`src/rtl/fifo_pkg.sv`:
```
// Shared async-FIFO helpers: pointer sizing and Gray/binary conversion.
// Pure functions and constants; no state, no latency, no flow control.
package fifo_pkg;

    localparam int ADDRSIZE_DEF = 4;
    localparam int DATASIZE_DEF = 8;

    function automatic int depth(input int addrsize);
        return 1 << addrsize;
    endfunction

    // One extra MSB over the address tells laps apart, so equal pointers mean empty.
    function automatic int ptr_width(input int addrsize);
        return addrsize + 1;
    endfunction

    localparam int DEPTH_DEF   = depth(ADDRSIZE_DEF);
    localparam int PTRSIZE_DEF = ptr_width(ADDRSIZE_DEF);

    function automatic logic [31:0] bin2gray(input logic [31:0] b);
        return (b >> 1) ^ b;
    endfunction

    // Bits above 'width' are ignored; each binary bit is the XOR of all Gray bits at or above it.
    function automatic logic [31:0] gray2bin(input logic [31:0] g, input int width);
        logic [31:0] masked;
        logic [31:0] b;
        masked = '0;
        b      = '0;
        for (int i = 0; i < 32; i++) begin
            if (i < width) begin
                masked[i] = g[i];
            end
        end
        for (int i = 0; i < 32; i++) begin
            b[i] = ^(masked >> i);
        end
        return b;
    endfunction

endpackage

```
`src/rtl/fifo_rd_ctrl_if.sv`:
```
// Read-side bundle: memory read port, pointers to/from the write domain and the output handshake.
// master = read controller, slave = memory/write side and consumer.
interface fifo_rd_ctrl_if #(
    parameter int DATASIZE = 8,
    parameter int ADDRSIZE = 4
);
    logic [ADDRSIZE:0]   wptr;
    logic [DATASIZE-1:0] mem_rdata;
    logic [ADDRSIZE-1:0] raddr;
    logic [ADDRSIZE:0]   rptr;
    logic                rempty;
    logic [DATASIZE-1:0] rdata;
    logic                rvalid;
    logic                rready;
    logic [ADDRSIZE:0]   rcount;

    modport master (
        input  wptr, mem_rdata, rready,
        output raddr, rptr, rempty, rdata, rvalid, rcount
    );

    modport slave (
        output wptr, mem_rdata, rready,
        input  raddr, rptr, rempty, rdata, rvalid, rcount
    );
endinterface

```
`src/rtl/sync_w2r.sv`:
```
// Two-flop synchronizer for a Gray pointer; 2-cycle latency, no flow control.
// Instantiated mirrored on the write side for the read pointer.
module sync_w2r #(
    parameter int WIDTH = 5
) (
    input  logic             clk,
    input  logic             rst,
    input  logic [WIDTH-1:0] d,
    output logic [WIDTH-1:0] q
);
    logic [WIDTH-1:0] q1;

    always_ff @(posedge clk or posedge rst) begin
        if (rst) begin
            q1 <= '0;
            q  <= '0;
        end else begin
            q1 <= d;
            q  <= q1;
        end
    end
endmodule

```
`src/rtl/fifo_rd_ctrl.sv`:
```
// Async FIFO read controller with FWFT output register; write-to-rvalid is 4 rclk edges.
// Fetches only when the output register is free or being drained, so rdata holds while stalled.
module fifo_rd_ctrl
    import fifo_pkg::*;
#(
    parameter int DATASIZE = 8,
    parameter int ADDRSIZE = 4
) (
    input logic           rclk,
    input logic           rrst,
    fifo_rd_ctrl_if.master bus
);
    localparam int PW = ptr_width(ADDRSIZE);

    logic [PW-1:0]       rq2_wptr;
    logic [PW-1:0]       rbin;
    logic [PW-1:0]       rbinnext;
    logic [PW-1:0]       rgraynext;
    logic [PW-1:0]       wbin_sync;
    logic [DATASIZE-1:0] mem_word;
    logic                rinc;

    sync_w2r #(.WIDTH(PW)) u_sync_w2r (
        .clk (rclk),
        .rst (rrst),
        .d   (bus.wptr),
        .q   (rq2_wptr)
    );

    always_comb begin
        mem_word  = bus.mem_rdata;
        rinc      = !bus.rempty && (!bus.rvalid || bus.rready);
        rbinnext  = rbin + PW'(rinc);
        rgraynext = PW'(bin2gray(32'(rbinnext)));
        wbin_sync = PW'(gray2bin(32'(rq2_wptr), PW));
    end

    assign bus.raddr = rbin[ADDRSIZE-1:0];

    always_ff @(posedge rclk or posedge rrst) begin
        if (rrst) begin
            rbin       <= '0;
            bus.rptr   <= '0;
            bus.rempty <= 1'b1;
            bus.rvalid <= 1'b0;
            bus.rdata  <= '0;
            bus.rcount <= '0;
        end else begin
            rbin       <= rbinnext;
            bus.rptr   <= rgraynext;
            bus.rempty <= (rgraynext == rq2_wptr);
            bus.rcount <= wbin_sync - rbinnext;
            // A drain and a fetch in the same cycle keep rvalid high: no bubble.
            if (rinc) begin
                bus.rdata  <= mem_word;
                bus.rvalid <= 1'b1;
            end else if (bus.rvalid && bus.rready) begin
                bus.rvalid <= 1'b0;
            end
        end
    end
endmodule
```
`src/flat_wrapper.sv`:
```
// flat-port wrapper written by rule: the top's interface ports become plain ports
module fifo_rd_ctrl_flat import fifo_pkg::*;
#(
    parameter int DATASIZE = 8,
    parameter int ADDRSIZE = 4
)
  (rclk, rrst, bus_wptr, bus_mem_rdata, bus_rready, bus_raddr, bus_rptr, bus_rempty, bus_rdata, bus_rvalid, bus_rcount);
  fifo_rd_ctrl_if #(.DATASIZE(DATASIZE), .ADDRSIZE(ADDRSIZE)) bus_i ();
  input logic rclk;
  input logic rrst;
  input wire logic [$bits(bus_i.wptr)-1:0] bus_wptr;
  input wire logic [$bits(bus_i.mem_rdata)-1:0] bus_mem_rdata;
  input wire logic [$bits(bus_i.rready)-1:0] bus_rready;
  output wire logic [$bits(bus_i.raddr)-1:0] bus_raddr;
  output wire logic [$bits(bus_i.rptr)-1:0] bus_rptr;
  output wire logic [$bits(bus_i.rempty)-1:0] bus_rempty;
  output wire logic [$bits(bus_i.rdata)-1:0] bus_rdata;
  output wire logic [$bits(bus_i.rvalid)-1:0] bus_rvalid;
  output wire logic [$bits(bus_i.rcount)-1:0] bus_rcount;
  assign bus_i.wptr = bus_wptr;
  assign bus_i.mem_rdata = bus_mem_rdata;
  assign bus_i.rready = bus_rready;
  assign bus_raddr = bus_i.raddr;
  assign bus_rptr = bus_i.rptr;
  assign bus_rempty = bus_i.rempty;
  assign bus_rdata = bus_i.rdata;
  assign bus_rvalid = bus_i.rvalid;
  assign bus_rcount = bus_i.rcount;
  fifo_rd_ctrl #(.DATASIZE(DATASIZE), .ADDRSIZE(ADDRSIZE)) u_core (.rclk(rclk), .rrst(rrst), .bus(bus_i));
endmodule
```
`config.mk`:
```
export PLATFORM = sky130hd
export DESIGN_NAME = fifo_rd_ctrl_flat
export DESIGN_NICKNAME = d
export VERILOG_FILES = /design/src/rtl/fifo_pkg.sv /design/src/rtl/fifo_rd_ctrl_if.sv /design/src/rtl/sync_w2r.sv /design/src/rtl/fifo_rd_ctrl.sv /design/src/flat_wrapper.sv
export SDC_FILE = /design/constraint.sdc
export NUM_CORES = 1
export LEC_CHECK = 0
export CELL_PAD_IN_SITES_DETAIL_PLACEMENT = 0
export CELL_PAD_IN_SITES_GLOBAL_PLACEMENT = 1
export CORE_MARGIN = 1.5
export CORE_UTILIZATION = 40
export DETAILED_ROUTE_END_ITERATION = 16
export GPL_TIMING_DRIVEN = 1
export HOLD_SLACK_MARGIN = 0.05
export PLACE_DENSITY = 0.79
export SLEW_MARGIN = 40
export SYNTH_ARGS = -nofsm -noshare
export SYNTH_HDL_FRONTEND = slang
export SYNTH_SLANG_ARGS = --single-unit
```
`constraint.sdc`:
```
create_clock -name rclk -period 7.1 [get_ports rclk]
set_input_delay 1.42 -clock rclk [delete_from_list [all_inputs] [get_ports rclk]]
set_output_delay 1.42 -clock rclk [all_outputs]
set_load 0.03 [all_outputs]
```
### Word level (Yosys, flattened, before mapping)

Index checks and enable logic that the tools add are counted.

| storage, ports and cells | value |
|---|---|
| bits of input ports | 16 |
| memories | 0 |
| bits in read-only memories | 0 |
| output and inout port bits | 24 |
| flip-flop bits (word level) | 35 |
| word-level logic and storage cells | 25 |
| bits in latches | 0 |
| RAM bits | 0 |

| operators by class | value |
|---|---|
| shifts and indexed selects | 0 |
| equality and inequality tests | 1 |
| bitwise logic cells | 1 |
| div/mod/pow operators | 0 |
| reduce and logical (&&, ||, !) cells | 11 |
| multiply operators | 0 |
| order comparisons | 0 |
| muxes and demuxes | 2 |
| add/sub/neg operators | 2 |

Operator list:

| kind | number |
|---|---|
| $reduce_xor 32->1 | 5 |
| $add 5x1->5 | 1 |
| $eq 5x5->1 | 1 |
| $sub 5x5->5 | 1 |
| $xor 4x5->5 | 1 |
| $logic_and 1x1->1 | 2 |
| $logic_not 1->1 | 2 |
| $mux 1 | 2 |
| $reduce_bool 2->1 | 1 |
| $logic_or 1x1->1 | 1 |

### Depth between registers and ports, before layout

Gate-level depths: netlist (run 1).

| logic depth | value |
|---|---|
| depth after elaboration | 6 |
| gate-level depth with buffers | 10 |
| depth with buffers taken out | 10 |

### Cells and area by module

Synthesis (run 1) repeated with hierarchy kept, for this count alone.

| second synthesis, totals | value |
|---|---|
| cells, all modules | 108 |
| area, all modules | 1471.4 sq um |

Modules (own cells, without submodules):

| module | instances | sequential area each (sq um) | area an instance (sq um) | cells each |
|---|---|---|---|---|
| fifo_rd_ctrl | 1 | 601.8 | 1217.4 | 97 |
| sync_w2r | 1 | 250.2 | 254.0 | 11 |

### Worst setup path before layout (run 1)

No wires, ideal clock.

| path | value |
|---|---|
| path type | input-to-reg |
| from | in bus_rready |
| to | reg u_core.bus.rcount[4] |
| library setup time | 0.080 ns |
| cell stages on the path | 9 |
| path buffers | 0 |
| arrival time | 3.274 ns |
| slack | 3.746 ns |
| cell sequence | inv_1 a21oi_2 ha_1 ha_1 xnor2_1 ha_1 a21o_1 a21oi_1 xnor2_1 |

| on the way | value |
|---|---|
| word-level cells in the longest chain between the ends | 4 |

RTL lines:

| element | line | source |
|---|---|---|
| from (decl) | flat_wrapper.sv:13 | `input wire logic [$bits(bus_i.rready)-1:0] bus_rready;` |
| $logic_or 1x1->1 | fifo_rd_ctrl.sv:32 | `rinc = !bus.rempty && (!bus.rvalid \|\| bus.rready);` |
| $logic_and 1x1->1 | fifo_rd_ctrl.sv:32 |  |
| net u_core.rinc | fifo_rd_ctrl.sv:21 | `logic rinc;` |
| $add 5x1->5 | fifo_rd_ctrl.sv:33 | `rbinnext = rbin + PW'(rinc);` |
| $sub 5x5->5 | fifo_rd_ctrl.sv:52 | `bus.rcount <= wbin_sync - rbinnext;` |
| to (signal assigned) | fifo_rd_ctrl.sv:52 |  |
| to (decl) | fifo_rd_ctrl_if.sv:19 | `output raddr, rptr, rempty, rdata, rvalid, rcount` |

The timed path passes the listed nets, and every way through them passes these cells.
A chain may end at the register's enable or synchronous reset.

### Worst setup path after layout (run 1)

Ends and elaborated chain as after synthesis.

==> results of run 1 <==
## layout make-up
cell class	count	share of cell area, %
clock buffer	8	3.078
inverter	8	1.572
multi-input combinational	58	26.92
sequential	34	44.60
tap	46	3.012
timing repair buffer	40	20.83
## state kept, by name, indices dropped and copies added, names as in the netlist
register,cells
u_core.bus.rdata,8
u_core.bus.rcount,5
u_core.bus.rptr,5
u_core.u_sync_w2r.q1,5
u_core.u_sync_w2r.q,5
u_core.rbin,4
u_core.bus.rempty,1
u_core.bus.rvalid,1
## critical path, stage by stage
cell	delay [ps]
clkdlybuf4s50_1	470
inv_1	50
a21oi_2	420
ha_1	300
ha_1	260
xnor2_1	240
ha_1	350
a21o_1	190
a21oi_1	200
xnor2_1	150
## cell families after synthesis
family	count (synthesis)
AND/OR/NAND/NOR	11
buffers and inverters	8
multiplexers	9
adder cells (fa/ha/maj)	7
AO/OA/AOI/OAI	10
flip-flops	34
XOR/XNOR	21
## worst paths after layout
kind                                          from  depth (start not counted)                     end
setup / recovery                        bus_rready                         10    u_core.bus.rcount[4]
hold / removal             u_core.u_sync_w2r.q1[3]                          0  u_core.u_sync_w2r.q[3]
setup reg to reg            u_core.u_sync_w2r.q[4]                         10    u_core.bus.rcount[4]
hold reg to reg            u_core.u_sync_w2r.q1[3]                          0  u_core.u_sync_w2r.q[3]
max in group asynchronous                     rrst                          3       u_core.bus.rempty
min in group asynchronous                     rrst                          3     u_core.bus.rdata[0]
## layer usage
metal	vias to the layer above	GRT usage, %	part of all wire (%)
li1	417	-	-
met1	421	16.87	42
met2	34	23.36	49
met3	2	6.004	7.8
met4	0	10.03	0.78
met5	-	0	0
## cell usage after synthesis, types with 2 or more instances
cell type / n / area, sq um
ha_1: 6 / 75.07
nand2_1: 3 / 11.26
dfrtp_1: 33 / 825.8
xnor2_1: 9 / 78.83
nor2b_1: 2 / 12.51
a21oi_1: 3 / 15.01
xor2_1: 11 / 96.34
nand3_1: 3 / 15.01
inv_1: 8 / 30.03
mux2_2: 8 / 90.09
a21o_1: 3 / 22.52
## power by group
group | switching, mW | internal, mW
clock network | 0.0591 | 0.0489
registers | 0.0407 | 0.262
logic | 0.289 | 0.244
## placed cells by master, fill, tap and decap left out, types with 2 or more instances in the layout
cell type,instances
nor2b_1,2
clkbuf_1,2
inv_1,8
nand3_1,3
a21o_1,3
xnor2_1,9
clkbuf_4,5
a21oi_1,3
xor2_1,11
dfrtp_1,33
clkdlybuf4s50_1,39
nand2_1,3
ha_1,6
mux2_2,8
==> reports/metrics.cfg, run 1 <==
[route]
routedWlPerCell_microns=12.53
drc=0
drt_iter0_markers=20
vias=874
vias_per_cell=4.505
final_antenna_net_count=0
wl_microns=2430
dr.pass1.iters=2

[clock_network]
post_cts_buffers=0
cts_hold_buf=0
path_clk_slew_ps=90
cts_tree=built
cts_buffer_depth=2
clk_latency_ps=320
cts_buffers=5
clkSinkCount=34
cts_resized=0
cts_max_level=2
root_buffer=clkbuf_4

[grt]
grt_pass1_wl_microns=3946
first_global_vias=887
grt_max_degree=35
antenna_found_initial=0
grt_usage_pct=15.00
grt_overflow=0

[critical_path]
cp-end-kind=flop
crit_fanout=9
rrSetupSlack_ps=4410
crit_type=in2reg
setup.worst_path.start_class=primary input
crit_required_ps=7350
worstPathArrival_ps=4050

[sta]
setup_viol=0
fmax_mhz=263.0
slew_violations=0
tns_ps=0
fin_crit_ps=3803
fin_ws_ps=3297
hold_viol=0
finalCritPeriodShare_pct=53.56
maxSlewHeadroom_pct=66.79
rsz0062_at_grt=false
fin_worst_skew_ps=2.482
hold_ws_ps=357.9
tightest_slew_ps=498.2

[floorplanning]
row_count=21
die_h_microns=62.09
coreArea_sq_um=3337
io_pins=40
initial_core_util_pct=41.84
fp.dieArea_sq_um=3855
die_x_microns=62.09

[yosys]
synth.mux.area_fraction_pct=7.168
yosysUniqueCellTypes=22
synth_xor_area_share_pct=14.16
ys_ff_latch=34
synth-edff-count=0
syn_nets=123
synth_warnings=0
synth_area_sq_um=1396
asyncSetResetFlopFracSynth_pct=100.0
netlist_instances=100
yosys.area_share.simple_pct=3.943
avgSynthCellArea_sq_um=13.96
synth_top_family_by_area=XOR/XNOR gates
synth-compound-area-share_pct=4.749
synthAdderAreaFrac_pct=6.810
synthFlopType=dfrtp_1
ys_seq_area_share_pct=61.02

[power_and_ir_drop]
power.density_nw_per_um2=493.9
p_leak_nw=0.8496
fin_total_pwr_uw=943.5
vdd_drop_max_mv=0.2177

[finish]
fin_nets=170
drive_above_1_share_pct=12.16
multi_input_area_sq_um=514.2
diodes=0
fin_area_sq_um=1911
fin_util_pct=57.26
fin_cells=194
syn2layout_area_growth_pct=36.83
num-fill-cells=278
regArea_sq_um=852.1

[placed_design]
post-dp-hpwl_microns=1854
dp.cells=186
placed_area_sq_um=1852
gp_congestion=0.7303
io_buffers=39
dp_slack_ps=2961

[outcome]
status=completed

[flow_run]
drv_cap=0

[hold_path]
hp-class=reg2reg

Power figures use the tool's default switching activity.
==> inputs of run 2 (changes only) <==
--- a/config.mk
+++ b/config.mk
@@ -8,11 +8,11 @@
 export CELL_PAD_IN_SITES_DETAIL_PLACEMENT = 0
 export CELL_PAD_IN_SITES_GLOBAL_PLACEMENT = 1
 export CORE_MARGIN = 1.5
-export CORE_UTILIZATION = 40
+export CORE_UTILIZATION = 37
 export DETAILED_ROUTE_END_ITERATION = 16
 export GPL_TIMING_DRIVEN = 1
 export HOLD_SLACK_MARGIN = 0.05
-export PLACE_DENSITY = 0.79
+export PLACE_DENSITY = 0.74
 export SLEW_MARGIN = 40
 export SYNTH_ARGS = -nofsm -noshare
 export SYNTH_HDL_FRONTEND = slang
==> constraint.sdc (replaced) <==
create_clock -name rclk -period 3.5 [get_ports rclk]
set_input_delay 0.7 -clock rclk [delete_from_list [all_inputs] [get_ports rclk]]
set_output_delay 0.7 -clock rclk [all_outputs]
set_load 0.03 [all_outputs]
==> reports/metrics.cfg, run 2 (synthesis results as in run 1) <==
[sta]
finalCritPeriodShare_pct=78.43
fin_worst_skew_ps=3.315
tns_ps=0
rsz0062_at_grt=false
setup_viol=0
hold_ws_ps=347.1
fin_crit_ps=2745
tightest_slew_ps=428.1
maxSlewHeadroom_pct=71.25
hold_viol=0
slew_violations=0
fmax_mhz=364.3

[floorplanning]
fp.dieArea_sq_um=4151
io_pins=40
initial_core_util_pct=38.43
die_h_microns=64.43
die_x_microns=64.43
row_count=22
coreArea_sq_um=3633

[clock_network]
cts_hold_buf=0
clk_latency_ps=270
cts_buffers=5
cts_max_level=2
cts_tree=built
cts_buffer_depth=2
clkSinkCount=34
post_cts_buffers=0
cts_resized=0
root_buffer=clkbuf_8
path_clk_slew_ps=60

[power_and_ir_drop]
fin_total_pwr_mw=2.006
p_leak_nw=0.8794
power.density_nw_per_um2=1017
vdd_drop_max_mv=0.4141

[finish]
syn2layout_area_growth_pct=41.22
multi_input_area_sq_um=514.2
fin_cells=197
regArea_sq_um=852.1
final_common_cell=clkdlybuf4s50_1
diodes=0
num-fill-cells=326
fin_nets=171
drive_above_1_share_pct=14.09
final_cell_mix=clkdlybuf4s50_1 (39), dfrtp_1 (33), xor2_1 (11)
fin_area_sq_um=1972
regMostFlops=u_core.bus.rdata
largest_reg_flops=8

[critical_path]
worstPathArrival_ps=2940
crit_type=in2reg
crit_fanout=4
path_cells=clkdlybuf4s50_1, inv_1, a21oi_2, ha_1, ha_1, xnor2_1, ha_1, a21o_1, a21oi_1, xnor2_1
critPathSlowestCell=clkdlybuf4s50_1
path_delay_family=adder cells
crit_required_ps=3700
cp-end-kind=flop
path_common_cell=ha_1
path_buf_inv=2
slowest_delay_ps=420
setup.worst_path.start_class=primary input

[placed_design]
gp_congestion=0.7517
placed_area_sq_um=1862
io_buffers=39
dp.cells=189
post-dp-hpwl_microns=1704

[route]
routedWlPerCell_microns=11.36
drt_iter0_markers=18
vias=867
drc=0
wl_microns=2238
dr.pass1.iters=3
final_antenna_net_count=0
vias_per_cell=4.401

[grt]
grt_overflow=0
grt_max_degree=35
grt_usage_pct=12.09
antenna_found_initial=0
grt_pass1_wl_microns=3801
first_global_vias=859

[flow_run]
drv_cap=0

[outcome]
status=completed

[hold_path]
hp-class=reg2reg

[run 2: worst paths after layout]
path / start / to / slack (ps) / depth (start not counted)
max: bus_rready / u_core.bus.rcount[4] / 750 / 10
min: u_core.u_sync_w2r.q1[2] / u_core.u_sync_w2r.q[2] / 350 / 0
max reg2reg: u_core.u_sync_w2r.q[4] / u_core.bus.rcount[4] / 950 / 10
min reg2reg: u_core.u_sync_w2r.q1[2] / u_core.u_sync_w2r.q[2] / 350 / 0
max in group asynchronous: rrst / u_core.bus.rempty / 2360 / 3
min in group asynchronous: rrst / u_core.bus.rdata[4] / 810 / 3
[run 2: metal layers]
layer | track usage [%] | vias up | share of wire [%]
li1 | - | 421 | -
met1 | 15.04 | 420 | 44
met2 | 19.66 | 21 | 50
met3 | 3.299 | 5 | 4.6
met4 | 5.585 | 0 | 1.6
met5 | 0 | - | 0
[run 2: cell type report]
| type | count | area share, % |
|---|---|---|
| sequential | 34 | 43.21 |
| multi-input combinational | 58 | 26.08 |
| timing repair buffer | 41 | 20.56 |
| clock buffer | 8 | 5.584 |
| tap | 48 | 3.046 |
| inverter | 8 | 1.523 |
[run 2: through the flow]
step                util [%]  setup slack (ps)
floorplan                  -             866.1
global placement       51.24             529.7
detailed placement     51.24             477.9
CTS                    54.27             763.1
global route           54.27             599.3
finish                 54.27             754.9
[run 2: worst register-to-register path, delay by kind of cell (launching register included)]
| family | cells | cell delay [ps] |
|---|---|---|
| xor+xnor | 5 | 1150 |
| fa+ha+maj | 2 | 550 |
| flops | 1 | 400 |
| compound gates | 2 | 330 |
| buf+inv | 1 | 60 |
[run 2: where the power goes]
group          total (mW)  switching, mW  internal [mW]  leakage [nW]
registers           0.614         0.0802          0.533         0.393
logic                1.07          0.571          0.496         0.429
clock network       0.325          0.127          0.198        0.0575
total                2.01          0.778           1.23         0.879
==> inputs of run 3 (changes only) <==
==> constraint.sdc (replaced) <==
create_clock -name rclk -period 2.7 [get_ports rclk]
set_input_delay 0.54 -clock rclk [delete_from_list [all_inputs] [get_ports rclk]]
set_output_delay 0.54 -clock rclk [all_outputs]
set_load 0.03 [all_outputs]
==> reports/metrics.cfg, run 3 (synthesis results as in run 1) <==
[floorplanning]
die_x_microns=64.43
io_pins=40
row_count=22
die_h_microns=64.43
initial_core_util_pct=38.43
fp.dieArea_sq_um=4151
coreArea_sq_um=3633

[sta]
finalCritPeriodShare_pct=93.08
setup_viol=0
hold_viol=0
maxSlewHeadroom_pct=71.33
tightest_slew_ps=426.2
fin_crit_ps=2513
fmax_mhz=397.9
slew_violations=0
rsz0062_at_grt=false
fin_worst_skew_ps=4.544
tns_ps=0
hold_ws_ps=347.4

[finish]
drive_above_1_share_pct=17.53
final_cell_mix=clkdlybuf4s50_1 (39), dfrtp_1 (33), xor2_1 (9), xnor2_1 (9)
multi_input_area_sq_um=529.3
final_common_cell=clkdlybuf4s50_1
syn2layout_area_growth_pct=43.64
num-fill-cells=330
regMostFlops=u_core.bus.rdata
diodes=0
regArea_sq_um=852.1
largest_reg_flops=8
fin_nets=176

[route]
drc=0
wl_microns=2368
final_antenna_net_count=0
routedWlPerCell_microns=11.72
dr.pass1.iters=4
drt_iter0_markers=22
vias=878
vias_per_cell=4.347

[power_and_ir_drop]
vdd_drop_max_mv=0.5285
fin_total_pwr_mw=2.637
p_leak_nw=0.8972
power.density_nw_per_um2=1315

[clock_network]
cts_buffer_depth=2
clkSinkCount=34
post_cts_buffers=0
clk_latency_ps=280
path_clk_slew_ps=60
root_buffer=clkbuf_8
cts_buffers=5
cts_tree=built
cts_max_level=2

[grt]
grt_usage_pct=13.85
grt_max_degree=35
first_global_vias=937
grt_pass1_wl_microns=4202
grt_overflow=0
antenna_found_initial=0

[critical_path]
path_delay_family=XOR/XNOR gates
crit_fanout=3
cp-end-kind=flop
setup.worst_path.start_class=flop
path_buf_inv=1
crit_required_ps=2910
worstPathArrival_ps=2720
slowest_delay_ps=400
crit_type=reg2reg
path_cells=xor2_1, xor2_2, xor2_2, xnor2_1, ha_1, inv_1, fa_1, a21o_1, a21oi_1, xnor2_1
critPathSlowestCell=dfrtp_1

[flow_run]
drv_cap=0

[placed_design]
io_buffers=39
gp_congestion=0.7250
post-dp-hpwl_microns=1851

[hold_path]
hp-class=reg2reg

[outcome]
status=completed

run 3: area by class of cell:
| type | count | share of cell area, % |
|---|---|---|
| inverters | 8 | 1.497 |
| clock buffers | 7 | 4.304 |
| repair buffers | 46 | 22.08 |
| clock inverters | 1 | 0.2495 |
| well taps | 48 | 2.994 |
| multi-input cells | 58 | 26.39 |
| flip-flops and latches | 34 | 42.48 |
run 3: per-layer routing:
| layer | global-route usage (%) | vias up | wire length, microns |
|---|---|---|---|
| li1 | - | 428 | - |
| met1 | 15.83 | 421 | 953 |
| met2 | 22.66 | 23 | 1235 |
| met3 | 5.729 | 6 | 128 |
| met4 | 6.383 | 0 | 51 |
| met5 | 0 | - | 0 |
run 3: worst paths after layout:
check	start	end	slack (ps)	cells past startpoint
max	u_core.u_sync_w2r.q[4]	u_core.bus.rcount[4]	190	10
min	u_core.u_sync_w2r.q1[3]	u_core.u_sync_w2r.q[3]	350	0
max reg2reg	u_core.u_sync_w2r.q[4]	u_core.bus.rcount[4]	190	10
min reg2reg	u_core.u_sync_w2r.q1[3]	u_core.u_sync_w2r.q[3]	350	0
max in group asynchronous	rrst	u_core.bus.rempty	1730	3
min in group asynchronous	rrst	u_core.rbin[0]	650	3
run 3: where the power goes:
| group | internal, mW | switching, mW |
|---|---|---|
| logic | 0.702 | 0.764 |
| clock network | 0.205 | 0.171 |
| registers | 0.692 | 0.104 |
run 3: repair_timing:
action                     in CTS  in global routing
hold buffers                    0                  0
setup endpoints to repair       0                  1
gates resized for setup         0                  2
run 3: through the flow:
stage / area, sq um / instances / util [%] / worst slack (ps)
after floorplan: 1396 / 100 / - / 226.1
after global routing: 2006 / 202 / 55.20 / 6.346
after detailed placement: 1899 / 194 / 52.27 / 20.12
after global placement: 1899 / 194 / 52.27 / 78.41
after CTS: 1991 / 202 / 54.79 / 60.84
final: 2006 / 202 / 55.20 / 186.9
